[config.mk]
export PLATFORM = sky130hd
export DESIGN_NAME = leaf_stream_tx
export DESIGN_NICKNAME = d
export VERILOG_FILES = /design/src/rtl/bft_pkg.sv /design/src/rtl/bft_credit_counter.sv /design/src/rtl/leaf_stream_tx.sv
export SDC_FILE = /design/constraint.sdc
export NUM_CORES = 1
export LEC_CHECK = 0
export BUFFER_PORTS_ARGS = -buffer_cell sky130_fd_sc_hd__buf_2
export CAP_MARGIN = 20
export CORE_MARGIN = 2
export CORE_UTILIZATION = 51
export CTS_CLUSTER_DIAMETER = 200
export DETAILED_ROUTE_END_ITERATION = 10
export GPL_ROUTABILITY_DRIVEN = 0
export PLACE_DENSITY_LB_ADDON = 0.05
export SYNTH_ARGS = -nofsm -noshare
export SYNTH_HDL_FRONTEND = slang
export SYNTH_SLANG_ARGS = --single-unit
[constraint.sdc]
create_clock -name clk -period 5.1 [get_ports clk]
set_input_delay 0.765 -clock clk [delete_from_list [all_inputs] [get_ports clk]]
set_output_delay 0.765 -clock clk [all_outputs]
set_load 0.02 [all_outputs]
[src/rtl/bft_pkg.sv]
// Shared BFT definitions: packet field offsets, packet layout, tx-side states.
package bft_pkg;

    localparam int VALID_BIT  = 48;
    localparam int LEAF_MSB   = 47;
    localparam int LEAF_LSB   = 44;
    localparam int PORT_MSB   = 43;
    localparam int PORT_LSB   = 40;
    localparam int UPDATE_BIT = 39;
    localparam int ADDR_MSB   = 38;
    localparam int ADDR_LSB   = 32;

    // Field widths follow the default 49-bit packet geometry.
    typedef struct packed {
        logic        valid;
        logic [3:0]  leaf;
        logic [3:0]  port;
        logic        update;
        logic [6:0]  addr;
        logic [31:0] payload;
    } bft_pkt_t;

    typedef enum logic [1:0] {
        TX_IDLE  = 2'd0,
        TX_SEND  = 2'd1,
        TX_STALL = 2'd2
    } tx_state_t;

endpackage

[src/rtl/bft_credit_counter.sv]
// Saturating credit register: credits - sent + returned, clamped to MAX_CREDITS.
module bft_credit_counter #(
    parameter int CNT_W       = 8,
    parameter int RET_W       = 8,
    parameter int MAX_CREDITS = 128
) (
    input  logic             clk,
    input  logic             reset,
    input  logic             sent,
    input  logic [RET_W-1:0] returned,
    output logic [CNT_W-1:0] credits,
    output logic             zero,
    output logic             next_zero
);

    localparam int SW = CNT_W + 2;

    logic [SW-1:0]    sum;
    logic [CNT_W-1:0] nxt;

    // Next credit value; the caller never sends at zero, so the subtraction cannot underflow.
    always_comb begin
        sum = SW'(credits) + SW'(returned) - SW'(sent);
        nxt = sum[CNT_W-1:0];
        if (sum > SW'(MAX_CREDITS))
            nxt = CNT_W'(MAX_CREDITS);
        next_zero = (nxt == '0);
        zero      = (credits == '0);
    end

    // Credit register, full buffer space on reset.
    always_ff @(posedge clk or posedge reset) begin
        if (reset)
            credits <= CNT_W'(MAX_CREDITS);
        else
            credits <= nxt;
    end

endmodule

[src/rtl/leaf_stream_tx.sv]
// Transmit endpoint for one BFT stream: packetizes a valid/ack user stream
// toward a remote leaf port, gated by credits returned as update packets.
// Optional LEAF_STREAM_TX_STATS_EN adds pkt_count (emitted data packets).
module leaf_stream_tx
    import bft_pkg::*;
#(
    parameter int PACKET_BITS   = 49,
    parameter int PAYLOAD_BITS  = 32,
    parameter int NUM_LEAF_BITS = 4,
    parameter int NUM_PORT_BITS = 4,
    parameter int NUM_ADDR_BITS = 7,
    parameter logic [NUM_LEAF_BITS-1:0] SELF_LEAF = '0,
    parameter logic [NUM_PORT_BITS-1:0] SELF_PORT = '0
) (
    input  logic                     clk,
    input  logic                     reset,
    input  logic [PACKET_BITS-1:0]   din_leaf_bft2tx,
    output logic [PACKET_BITS-1:0]   dout_leaf_tx2bft,
    input  logic [PAYLOAD_BITS-1:0]  din_user2tx,
    input  logic                     vld_user2tx,
    output logic                     ack_tx2user,
    input  logic [NUM_LEAF_BITS-1:0] dest_leaf,
    input  logic [NUM_PORT_BITS-1:0] dest_port,
    output logic [NUM_ADDR_BITS:0]   credits
`ifdef LEAF_STREAM_TX_STATS_EN
    ,
    output logic [31:0]              pkt_count
`endif
);

    localparam int CNT_W       = NUM_ADDR_BITS + 1;
    localparam int MAX_CREDITS = 1 << NUM_ADDR_BITS;

    tx_state_t                 state;
    logic [NUM_LEAF_BITS-1:0]  leaf_q;
    logic [NUM_PORT_BITS-1:0]  port_q;
    logic [NUM_ADDR_BITS-1:0]  wr_ptr;
    logic                      skid_full;
    logic [PAYLOAD_BITS-1:0]   skid_data;

    logic                      upd_hit;
    logic [7:0]                returned;
    logic                      cred_zero, cred_next_zero;
    logic                      accept, send_skid, send_user, send, skid_load;
    logic                      skid_full_n, ack_ok;
    logic [PAYLOAD_BITS-1:0]   send_word;
    bft_pkt_t                  pkt;
    logic                      unused_bits;

    // Address bits of an update packet carry no meaning here.
    assign unused_bits = ^din_leaf_bft2tx[ADDR_MSB:8];

    // Update decode, send selection (skid drains first) and next outgoing packet.
    always_comb begin
        upd_hit = din_leaf_bft2tx[VALID_BIT] && din_leaf_bft2tx[UPDATE_BIT] &&
                  (din_leaf_bft2tx[LEAF_MSB:LEAF_LSB] == SELF_LEAF) &&
                  (din_leaf_bft2tx[PORT_MSB:PORT_LSB] == SELF_PORT);
        returned    = upd_hit ? din_leaf_bft2tx[7:0] : 8'd0;
        accept      = (state == TX_SEND) && vld_user2tx && ack_tx2user;
        send_skid   = skid_full && !cred_zero && (state != TX_IDLE);
        send_user   = accept && !cred_zero && !skid_full;
        send        = send_skid || send_user;
        skid_load   = accept && !send_user;
        skid_full_n = skid_load || (skid_full && !send_skid);
        // Drop ack one cycle early when the last credit is being spent.
        ack_ok      = !skid_full_n && !(send && (credits <= CNT_W'(1)));
        send_word   = send_skid ? skid_data : din_user2tx;
        pkt.valid   = 1'b1;
        pkt.leaf    = leaf_q;
        pkt.port    = port_q;
        pkt.update  = 1'b0;
        pkt.addr    = wr_ptr;
        pkt.payload = send_word;
    end

    bft_credit_counter #(
        .CNT_W       (CNT_W),
        .RET_W       (8),
        .MAX_CREDITS (MAX_CREDITS)
    ) u_credits (
        .clk       (clk),
        .reset     (reset),
        .sent      (send),
        .returned  (returned),
        .credits   (credits),
        .zero      (cred_zero),
        .next_zero (cred_next_zero)
    );

    // Output packet register, write pointer and skid word.
    always_ff @(posedge clk or posedge reset) begin
        if (reset) begin
            dout_leaf_tx2bft <= '0;
            wr_ptr           <= '0;
            skid_full        <= 1'b0;
            skid_data        <= '0;
        end else begin
            dout_leaf_tx2bft <= send ? pkt : '0;
            if (send)
                wr_ptr <= wr_ptr + NUM_ADDR_BITS'(1);
            skid_full <= skid_full_n;
            if (skid_load)
                skid_data <= din_user2tx;
        end
    end

    // Stream FSM with registered ack; destination latched on leaving IDLE.
    always_ff @(posedge clk or posedge reset) begin
        if (reset) begin
            state       <= TX_IDLE;
            ack_tx2user <= 1'b0;
            leaf_q      <= '0;
            port_q      <= '0;
        end else begin
            case (state)
                TX_IDLE: begin
                    ack_tx2user <= 1'b0;
                    if (vld_user2tx) begin
                        state       <= TX_SEND;
                        leaf_q      <= dest_leaf;
                        port_q      <= dest_port;
                        ack_tx2user <= !cred_zero;
                    end
                end
                TX_SEND: begin
                    if (cred_next_zero) begin
                        state       <= TX_STALL;
                        ack_tx2user <= 1'b0;
                    end else if (!vld_user2tx && !skid_full_n) begin
                        state       <= TX_IDLE;
                        ack_tx2user <= 1'b0;
                    end else begin
                        ack_tx2user <= ack_ok;
                    end
                end
                TX_STALL: begin
                    ack_tx2user <= 1'b0;
                    if (!cred_zero) begin
                        state       <= TX_SEND;
                        ack_tx2user <= ack_ok;
                    end
                end
                default: begin
                    state       <= TX_IDLE;
                    ack_tx2user <= 1'b0;
                end
            endcase
        end
    end

`ifdef LEAF_STREAM_TX_STATS_EN
    // Emitted data packet count, free-running wrap.
    always_ff @(posedge clk or posedge reset) begin
        if (reset)
            pkt_count <= '0;
        else if (send)
            pkt_count <= pkt_count + 32'd1;
    end
`endif

endmodule

Yosys cells after proc, flatten, opt, wreduce, memory -nomap -nowiden
Index checks and enable logic that the tools add are counted.

storage, ports and cells
  flip-flop bits (word level) = 108
  input bits = 92
  output and inout port bits = 58

operators by class
  add/sub/neg operators = 3
  magnitude comparators = 2
  equal/unequal tests = 5
  multiplexer cells = 14
  reductions and logical operators = 31

operator list
  kind                 number
  $mux 49              1
  $mux 32              1
  $logic_not 8->1      2
  $mux 8               2
  $logic_and 1x1->1    14
  $gt 10x8->1 const B  1
  $sub 10x1->10        1
  $add 8x8->9          1
  $le 8x1->1 const B   1
  $logic_not 4->1      2
  $mux 2               4
  $add 7x1->7 const B  1
  $logic_not 1->1      7
  $pmux 2 s3           1
  $mux 1               4
  $ne 2x2->1 const B   2
  $ne 3x2->1 const B   1
  $pmux 1 s3           1
  $reduce_and 3->1     1
  $eq 2x1->1 const B   1
  $eq 2x2->1 const B   1
  $logic_not 2->1      1
  $logic_or 1x1->1     2
  $reduce_and 2->1     1
  $reduce_bool 2->1    1

Longest topological paths before layout
Gate-level depths: netlist (run 1).

  depth in word-level cells = 13
  depth in mapped cells = 17

Cells and area by module
From an unflattened synthesis (run 1), not the netlist that was laid out.

second synthesis, totals
  cell total of the unflattened synthesis = 366
  area, all modules = 4800.9 um^2

by module, submodules not included
  module              instances  cells an instance  area each (um^2)  seq. area each (um^2)
  leaf_stream_tx      1          260                3814.9            2477.4
  bft_credit_counter  1          106                985.9             201.4

Worst setup path before layout (run 1)
Ideal clock, no wire load.

  kind = input -> register
  from = input port din_leaf_bft2tx[47]
  to = register ack_tx2user
  data arrival time = 4542 ps
  setup slack = 432 ps
  cell stages on the path = 13
  path buffers = 0
  cell sequence = or4_1 nor4_1 and2_1 ha_1 inv_1 fa_1 xor2_1 and4_1 a21oi_1 a21oi_1 or3b_1 a221o_1 a221o_1

between the ends
  cells in the longest elaborated chain, start to end = 11

RTL lines
  element               RTL line                  source
  start, declared       leaf_stream_tx.sv:17      input logic [PACKET_BITS-1:0] din_leaf_bft2tx,
  $logic_not 4->1 *     leaf_stream_tx.sv:56      (din_leaf_bft2tx[LEAF_MSB:LEAF_LSB] == SELF_LEAF) &&
  $logic_and 1x1->1 *   leaf_stream_tx.sv:55      upd_hit = din_leaf_bft2tx[VALID_BIT] && din_leaf_bft2tx[UPDATE_BIT] &&
  $logic_and 1x1->1 *   leaf_stream_tx.sv:56
  $mux 8 *              leaf_stream_tx.sv:58      returned = upd_hit ? din_leaf_bft2tx[7:0] : 8'd0;
  $add 8x8->9 *         bft_credit_counter.sv:23  sum = SW'(credits) + SW'(returned) - SW'(sent);
  $sub 10x1->10 *       bft_credit_counter.sv:23
  $gt 10x8->1           bft_credit_counter.sv:25  if (sum > SW'(MAX_CREDITS))
  $mux 8 *              bft_credit_counter.sv:25
  $logic_not 8->1 *     bft_credit_counter.sv:27  next_zero = (nxt == '0);
  $mux 1 *              leaf_stream_tx.sv:126     if (cred_next_zero) begin
  $pmux 1 s3 *          leaf_stream_tx.sv:115     case (state)
  end signal, assigned  leaf_stream_tx.sv:122     ack_tx2user <= !cred_zero;
  end signal, assigned  leaf_stream_tx.sv:133     ack_tx2user <= ack_ok;
  end signal, assigned  leaf_stream_tx.sv:140     ack_tx2user <= ack_ok;
  end, declared         leaf_stream_tx.sv:21      output logic ack_tx2user,

Mark *: on every way between the ends. The rest lies on a longest branch, timed or not.
A chain may end at the register's enable or synchronous reset.

Final worst setup path (run 1)
Same ends and word-level chain as after synthesis.

==> reports/summary.txt, run 1 <==
flop2flop setup slack: 0.63 ns
Num CTS Buffers: 9
post-layout util: 62.1%
grt ovf: 0
Final min period: 4.49 ns
cell leakage power: 2.91 nW
critical path arrival: 4.75 ns
power per cell area: 576 nW/um^2
CP Class: primary input to register
routed wire length: 9550 um
Final Hold Vio Count: 0
EDFF count, synth: 0
post-route DRC violation count: 0
Nets: 659
biggest area consumer among synthesized cells: dfrtp_1
syn_nets: 544
largest net degree at the start of global routing: 79
vias in the first global route: 3262
max_cap viols: 0
syn_area_per_cell: 10.9 um^2
global-route usage over all layers: 19.6%
routed via count: 3540
CTS Root Cell: clkbuf_8
DRT antenna net count: 0
die area: 10200 um^2
Max-slew headroom: 38.2%
Skew-Pair Late Insertion Delay: 0.37 ns
Final Cell Area: 5710 um^2
RSZ-0062 raised after global routing: no
most common cell in the synthesized netlist: dfrtp_1
final worst path period share: 88.1%
sequential area share after synthesis: 55.6%
initial DRC count: 108
Place WS: 0.239 ns
reg2reg end: ack_tx2user$_DFF_PP0_
commonest cells in the netlist: dfrtp_1, nand2_1, a21oi_1
Std-Cell Rows: 35
Initial DRT Pass Iterations: 4
max-slew violations: 0
worst reg2reg path startpoint: u_credits.credits[4]$_DFF_PP0_
TritonCTS clock tree: yes
Mapped Cells: 440
setup bufs post-CTS: 0
Peak Freq: 223 MHz
R2R depth: 13
startpoint types: primary input
Post-Syn Area: 4810 um^2
synthesis warning total: 0
CP max FO: 6
top post-synthesis cells by area: dfrtp_1, mux2_2, nand2_1
post-synth cell types: 53
Layout fillers: 788
clock sink count: 107
worst-case clock buffer depth: 2
DR WL/cell: 14.2 um
Die Wd: 101 um
PortBufs: 117
# H-tree levels: 3
post-DR vias/cell: 5.28
Area Growth Syn to Fin: 18.5%
Min-Delay Startpoint: wr_ptr[6]$_DFFE_PP0N_
WP data required: 5.36 ns
core area: 9200 um^2
Final Setup Violations: 0
diode count: 0
post_cts resized: 0
Multi-input gate area: 2010 um^2
CTS clk-pin slew, worst paths: 0.10 ns
outcome: finished clean
initial antenna violation count: 1
IO Count: 150
Post-synth top flop: dfrtp_1
Post-CTS Hold Buffers: 0
dpl cell area: 5520 um^2
post-synth top area share: 55.1%
Async SR Flop Fraction: 100%
ratio of cells with drive above 1 in the final layout: 33.9%
Initial Utilization: 52.4%
final setup TNS: 0 ns
Final Worst Setup Slack: 0.607 ns
post-synthesis register bit count: 107
CP Capture Type: register
clk_skew: 0.0228 ns
die height: 101 um
worst vdd ir: 286 uV
hold slack: 0.468 ns
Hold Path Class: register to register
global-route wire length before repair: 15800 um
Least-Margin Pin Slew: 0.927 ns
Worst Hold Depth: 1
Hold Path Sink: wr_ptr[6]$_DFFE_PP0N_
Detail Placement HPWL: 6460 um
Register Area: 2680 um^2
[per-layer routing]
layer | global-route usage [%] | wire, um | share of wire [%]
met5 | 0 | 13 | 0.14
met4 | 6.96 | 126 | 1.3
met3 | 4.97 | 489 | 5.1
met2 | 30.6 | 4480 | 47
met1 | 27.0 | 4440 | 46
[critical path, cell delays in order]
cell and delay [ns]:
buf_2 0.09, or4_1 0.51, nor4_1 0.34, and2_1 0.18, ha_1 0.18, inv_1 0.06
fa_1 0.39, nand2b_1 0.20, a21oi_1 0.18, xor2_1 0.13, or3_1 0.49, nor4_1 0.35
mux2i_1 0.14, a221o_1 0.39, a221o_1 0.34
[flip-flops by register name (all words and copies together) (netlist names)]
register           cells
skid_full              1
ack_tx2user            1
dout_leaf_tx2bft      48
skid_data             32
wr_ptr                 7
state                  2
leaf_q                 4
port_q                 4
u_credits.credits      8
[final cells by class]
class,count,share of cell area [%]
tap,111,2.43
clock inverter,5,0.789
clock buffer,11,2.48
sequential,107,46.9
multi-input combinational,301,35.2
timing repair buffer,126,11.4
inverter,10,0.702
[worst max path at each step]
stage,startpoint,endpoint,cells after the start
2_1_floorplan,din_leaf_bft2tx[47],ack_tx2user$_DFF_PP0_,13
3_3_place_gp,din_leaf_bft2tx[47],ack_tx2user$_DFF_PP0_,15
3_5_place_dp,din_leaf_bft2tx[47],ack_tx2user$_DFF_PP0_,15
4_1_cts,u_credits.credits[4]$_DFF_PP0_,ack_tx2user$_DFF_PP0_,13
5_1_grt,u_credits.credits[4]$_DFF_PP0_,ack_tx2user$_DFF_PP0_,13
6_report,din_leaf_bft2tx[47],ack_tx2user$_DFF_PP0_,15
[stage by stage]
step	power (mW)	cells
after floorplan	2.40	440
after global placement	2.78	655
after detailed placement	2.82	655
after CTS	3.32	671
after global routing	3.54	671
final	3.29	671
[report_power, final]
group / internal [mW] / total (mW) / switching (mW)
registers: 1.19 / 1.35 / 0.162
clock network: 0.199 / 0.497 / 0.298
logic: 0.602 / 1.44 / 0.836
[kinds of logic (layout without fill, tap and decap cells)]
kind of cell | Yosys count | count (layout) | share of synthesized area [%]
compound gates | 66 | 66 | 8.84
other cells | 1 | 1 | 0.0779
xor+xnor | 15 | 15 | 3.04
flops | 107 | 107 | 55.6
simple gates | 165 | 165 | 16.6
buf+inv | 32 | 152 | 2.73
mux | 42 | 42 | 9.77
fa+ha+maj | 12 | 12 | 3.27
[cell usage in the layout (no fill, tap or decap), drive strengths merged, types with 4 or more instances in the layout]
| master | Yosys | final |
|---|---|---|
| buf | 7 | 126 |
| dfrtp | 106 | 106 |
| nand2 | 75 | 75 |
| a21oi | 42 | 42 |
| mux2 | 40 | 40 |
| and2 | 22 | 22 |
| nor2 | 21 | 21 |
| inv | 10 | 12 |
| ha | 11 | 11 |
| clkbuf | 15 | 11 |
| xnor2 | 10 | 10 |
| nand3 | 9 | 9 |
| nand2b | 6 | 6 |
| nor4 | 5 | 5 |
| nor2b | 5 | 5 |
| o21ai | 4 | 4 |
| xor2 | 4 | 4 |
| nand4 | 4 | 4 |
| nor3b | 4 | 4 |
No activity file was read; power rests on OpenSTA's default activity.
==> run 2: changes to the inputs <==
--- a/config.mk
+++ b/config.mk
@@ -5,10 +5,11 @@
 export SDC_FILE = /design/constraint.sdc
 export NUM_CORES = 1
 export LEC_CHECK = 0
+export ABC_AREA = 1
 export BUFFER_PORTS_ARGS = -buffer_cell sky130_fd_sc_hd__buf_2
 export CAP_MARGIN = 20
 export CORE_MARGIN = 2
-export CORE_UTILIZATION = 51
+export CORE_UTILIZATION = 24
 export CTS_CLUSTER_DIAMETER = 200
 export DETAILED_ROUTE_END_ITERATION = 10
 export GPL_ROUTABILITY_DRIVEN = 0
==> run 2 against run 1 <==
Final area rose by 6.7%. Highest routed layer is now met4. Final cell count rose by 43%. Area after synthesis rose by 1.6%. Global-route usage fell by 8.3 points. Sequential share of layout area fell by 2.9 points. Largest power group unchanged. Worst setup slack improved by 0.61 ns.
==> reports/summary.txt, run 2 <==
flop2flop setup slack: 1.83 ns (+1.20 ns)
IO Count: 150 (unchanged)
Final Cell Area: 6090 um^2 (+6.7%)
DR WL/cell: 12.3 um (-14%)
final setup TNS: 0 ns (unchanged)
syn_nets: 677 (+24%)
power per cell area: 559 nW/um^2 (-2.9%)
max incr delay on CP: 0.51 ns (about the same)
Max-slew headroom: 41.5% (+3.3 points)
die area: 21500 um^2 (+110%)
largest net degree at the start of global routing: 71 (-10%)
post-route DRC violation count: 0 (unchanged)
clk_skew: 0.0131 ns (-0.00973 ns)
final worst path period share: 76.2% (-12 points)
Post-Syn Area: 4890 um^2 (+1.6%)
DRT antenna net count: 0 (unchanged)
Mapped Cells: 573 (+30%)
Peak Freq: 257 MHz (+16%)
Die Wd: 147 um (+45%)
post-DR vias/cell: 4.13 (-22%)
dpl cell area: 5760 um^2 (+4.3%)
Final Hold Vio Count: 0 (unchanged)
Slowest-stage cell, CP: or4_1
setup bufs post-CTS: 0 (unchanged)
syn_area_per_cell: 8.54 um^2 (-22%)
grt ovf: 0 (unchanged)
Synth Area in Compound Gates: 12.1% (+3.3 points)
global-route usage over all layers: 11.3% (-8.3 points)
TritonCTS clock tree: yes
simple-gate share of the synthesized area: 19.7% (+3.0 points)
Async SR Flop Fraction: 100% (unchanged)
diode count: 0 (unchanged)
synthesis warning total: 0 (unchanged)
EDFF count, synth: 0 (unchanged)
Post-synth top flop: dfrtp_1
Largest Register: dout_leaf_tx2bft
post-synthesis mux area share: 0% (-9.8 points)
Nets: 788 (+20%)
CP Capture Type: register
Largest regs: dout_leaf_tx2bft (48), skid_data (32), u_credits.credits (8)
outcome: finished clean
post-synthesis register bit count: 107 (unchanged)
Final Setup Violations: 0 (unchanged)
routed wire length: 11800 um (+23%)
Layout fillers: 2166 (+170%)
Initial DRT Pass Iterations: 4 (unchanged)
post_cts resized: 0 (unchanged)
max reg flops: 48 (unchanged)
WP data required: 5.33 ns (-0.03 ns)
post-layout util: 30.3% (-32 points)
reg2reg end: ack_tx2user$_DFF_PP0_
clock sink count: 107 (unchanged)
worst reg2reg path startpoint: u_credits.credits[4]$_DFF_PP0_
max_cap viols: 0 (unchanged)
post-synth top area share: 54.2% (-0.87 points)
max-slew violations: 0 (unchanged)
Least-Margin Pin Slew: 0.877 ns (-0.0499 ns)
critical path arrival: 4.12 ns (-0.63 ns)
routed via count: 3963 (+12%)
most common cell after layout, fill and taps aside: buf_2
Initial Utilization: 24.3% (-28 points)
top post-synthesis cells by area: dfrtp_1, nand2_1, o21ai_0
Area Growth Syn to Fin: 24.5%
sequential area share after synthesis: 54.8% (-0.88 points)
Min-Delay Startpoint: skid_data[6]$_DFFE_PP0P_
cell leakage power: 3.36 nW (+16%)
die height: 147 um (+45%)
Detail Placement HPWL: 8060 um (+25%)
core area: 20100 um^2 (+120%)
Std-Cell Rows: 52 (+49%)
R2R depth: 26 (+13)
largest family of logic cells by synthesized area: simple AND/OR/NAND/NOR gates
startpoint types: primary input
CTS clk-pin slew, worst paths: 0.07 ns (-0.03 ns)
adder-cell share of the synthesized area: 3.22% (-0.052 points)
CP max FO: 7 (+1)
biggest area consumer among synthesized cells: dfrtp_1
CP Class: primary input to register
Post-CTS Hold Buffers: 0 (unchanged)
Skew-Pair Late Insertion Delay: 0.35 ns (-0.02 ns)
CP endpoint: ack_tx2user$_DFF_PP0_
Hold Path Class: register to register
commonest cells in the netlist: nand2_1, dfrtp_1, inv_1
initial DRC count: 126 (+17%)
Final min period: 3.88 ns (-0.609 ns)
worst-case clock buffer depth: 2 (unchanged)
worst vdd ir: 162 uV (-43%)
vias in the first global route: 3996 (+23%)
RSZ-0062 raised after global routing: no
PortBufs: 117 (unchanged)
Synth Area in XOR/XNOR: 0.716% (-2.3 points)
initial antenna violation count: 0 (-1)
worst setup path startpoint: din_leaf_bft2tx[41]
post-synth cell types: 32 (-40%)
# H-tree levels: 3 (unchanged)
Num CTS Buffers: 9 (unchanged)
CTS Root Cell: clkbuf_16
most frequent cells in the layout: buf_2, nand2_1, dfrtp_1, inv_1, o21ai_0
ratio of cells with drive above 1 in the final layout: 24.4% (-9.5 points)
global-route wire length before repair: 19700 um (+24%)
most common cell in the synthesized netlist: nand2_1
## run 2: changes by cell type after synthesis, sizes merged, moves of 21 or more
cell,previous run,this run
nand2,75,118
mux2,40,0
and2,22,0
nand3,9,30
nor2,21,47
inv,10,100
o21ai,4,74
## run 2: worst min-delay path by stage
stage	cells past startpoint	end	slack [ns]
2_1_floorplan	2	skid_data[0]$_DFFE_PP0P_	0.45
3_3_place_gp	2	skid_data[15]$_DFFE_PP0P_	0.46
3_5_place_dp	2	skid_data[6]$_DFFE_PP0P_	0.47
4_1_cts	2	skid_data[6]$_DFFE_PP0P_	0.49
5_1_grt	2	skid_data[3]$_DFFE_PP0P_	0.51
6_report	2	skid_data[6]$_DFFE_PP0P_	0.48
## run 2: worst max-delay path, delay by kind of cell
family / cells / cell delay (ns)
buffers and inverters: 6 / 0.64
and+or+nand+nor: 17 / 2.03
AOI/OAI and AO/OA: 1 / 0.07
adders and majority gates: 2 / 0.60
## run 2: kinds of logic after synthesis
family | Yosys count
simple gates | 212
other cells | 1
xor+xnor | 4
fa+ha+maj | 12
buf+inv | 121
compound gates | 116
flops | 107
## run 2: layout make-up
cell class / instances / area [um^2] / area share, %
flip-flops and latches: 107 / 2680 / 44.0
inverters: 100 / 378 / 6.21
clock inverters: 7 / 85.1 / 1.40
repair buffers: 121 / 628 / 10.3
clock buffers: 9 / 225 / 3.70
multi-input cells: 345 / 1760 / 28.8
well taps: 270 / 338 / 5.55
## run 2: through the flow
stage	hold WS (ns)	setup WS, ns	total power, mW	std cells
2_1_floorplan	0.448	1.39	2.29	573
3_3_place_gp	0.461	0.866	2.69	942
3_5_place_dp	0.468	0.786	2.71	942
4_1_cts	0.487	1.17	3.48	958
5_1_grt	0.506	0.850	3.71	959
6_report	0.483	1.22	3.40	959
## run 2: report_power, final
part           total [mW]  internal [mW]  switching [mW]
registers            1.31           1.18           0.134
logic                1.36          0.435           0.923
clock network       0.736          0.390           0.346
## run 2: per-layer routing
layer / GRT usage, % / share of wire, %
met1: 14.7 / 47
met2: 18.4 / 46
met3: 3.17 / 5.8
met4: 3.64 / 1.4
met5: 0 / 0
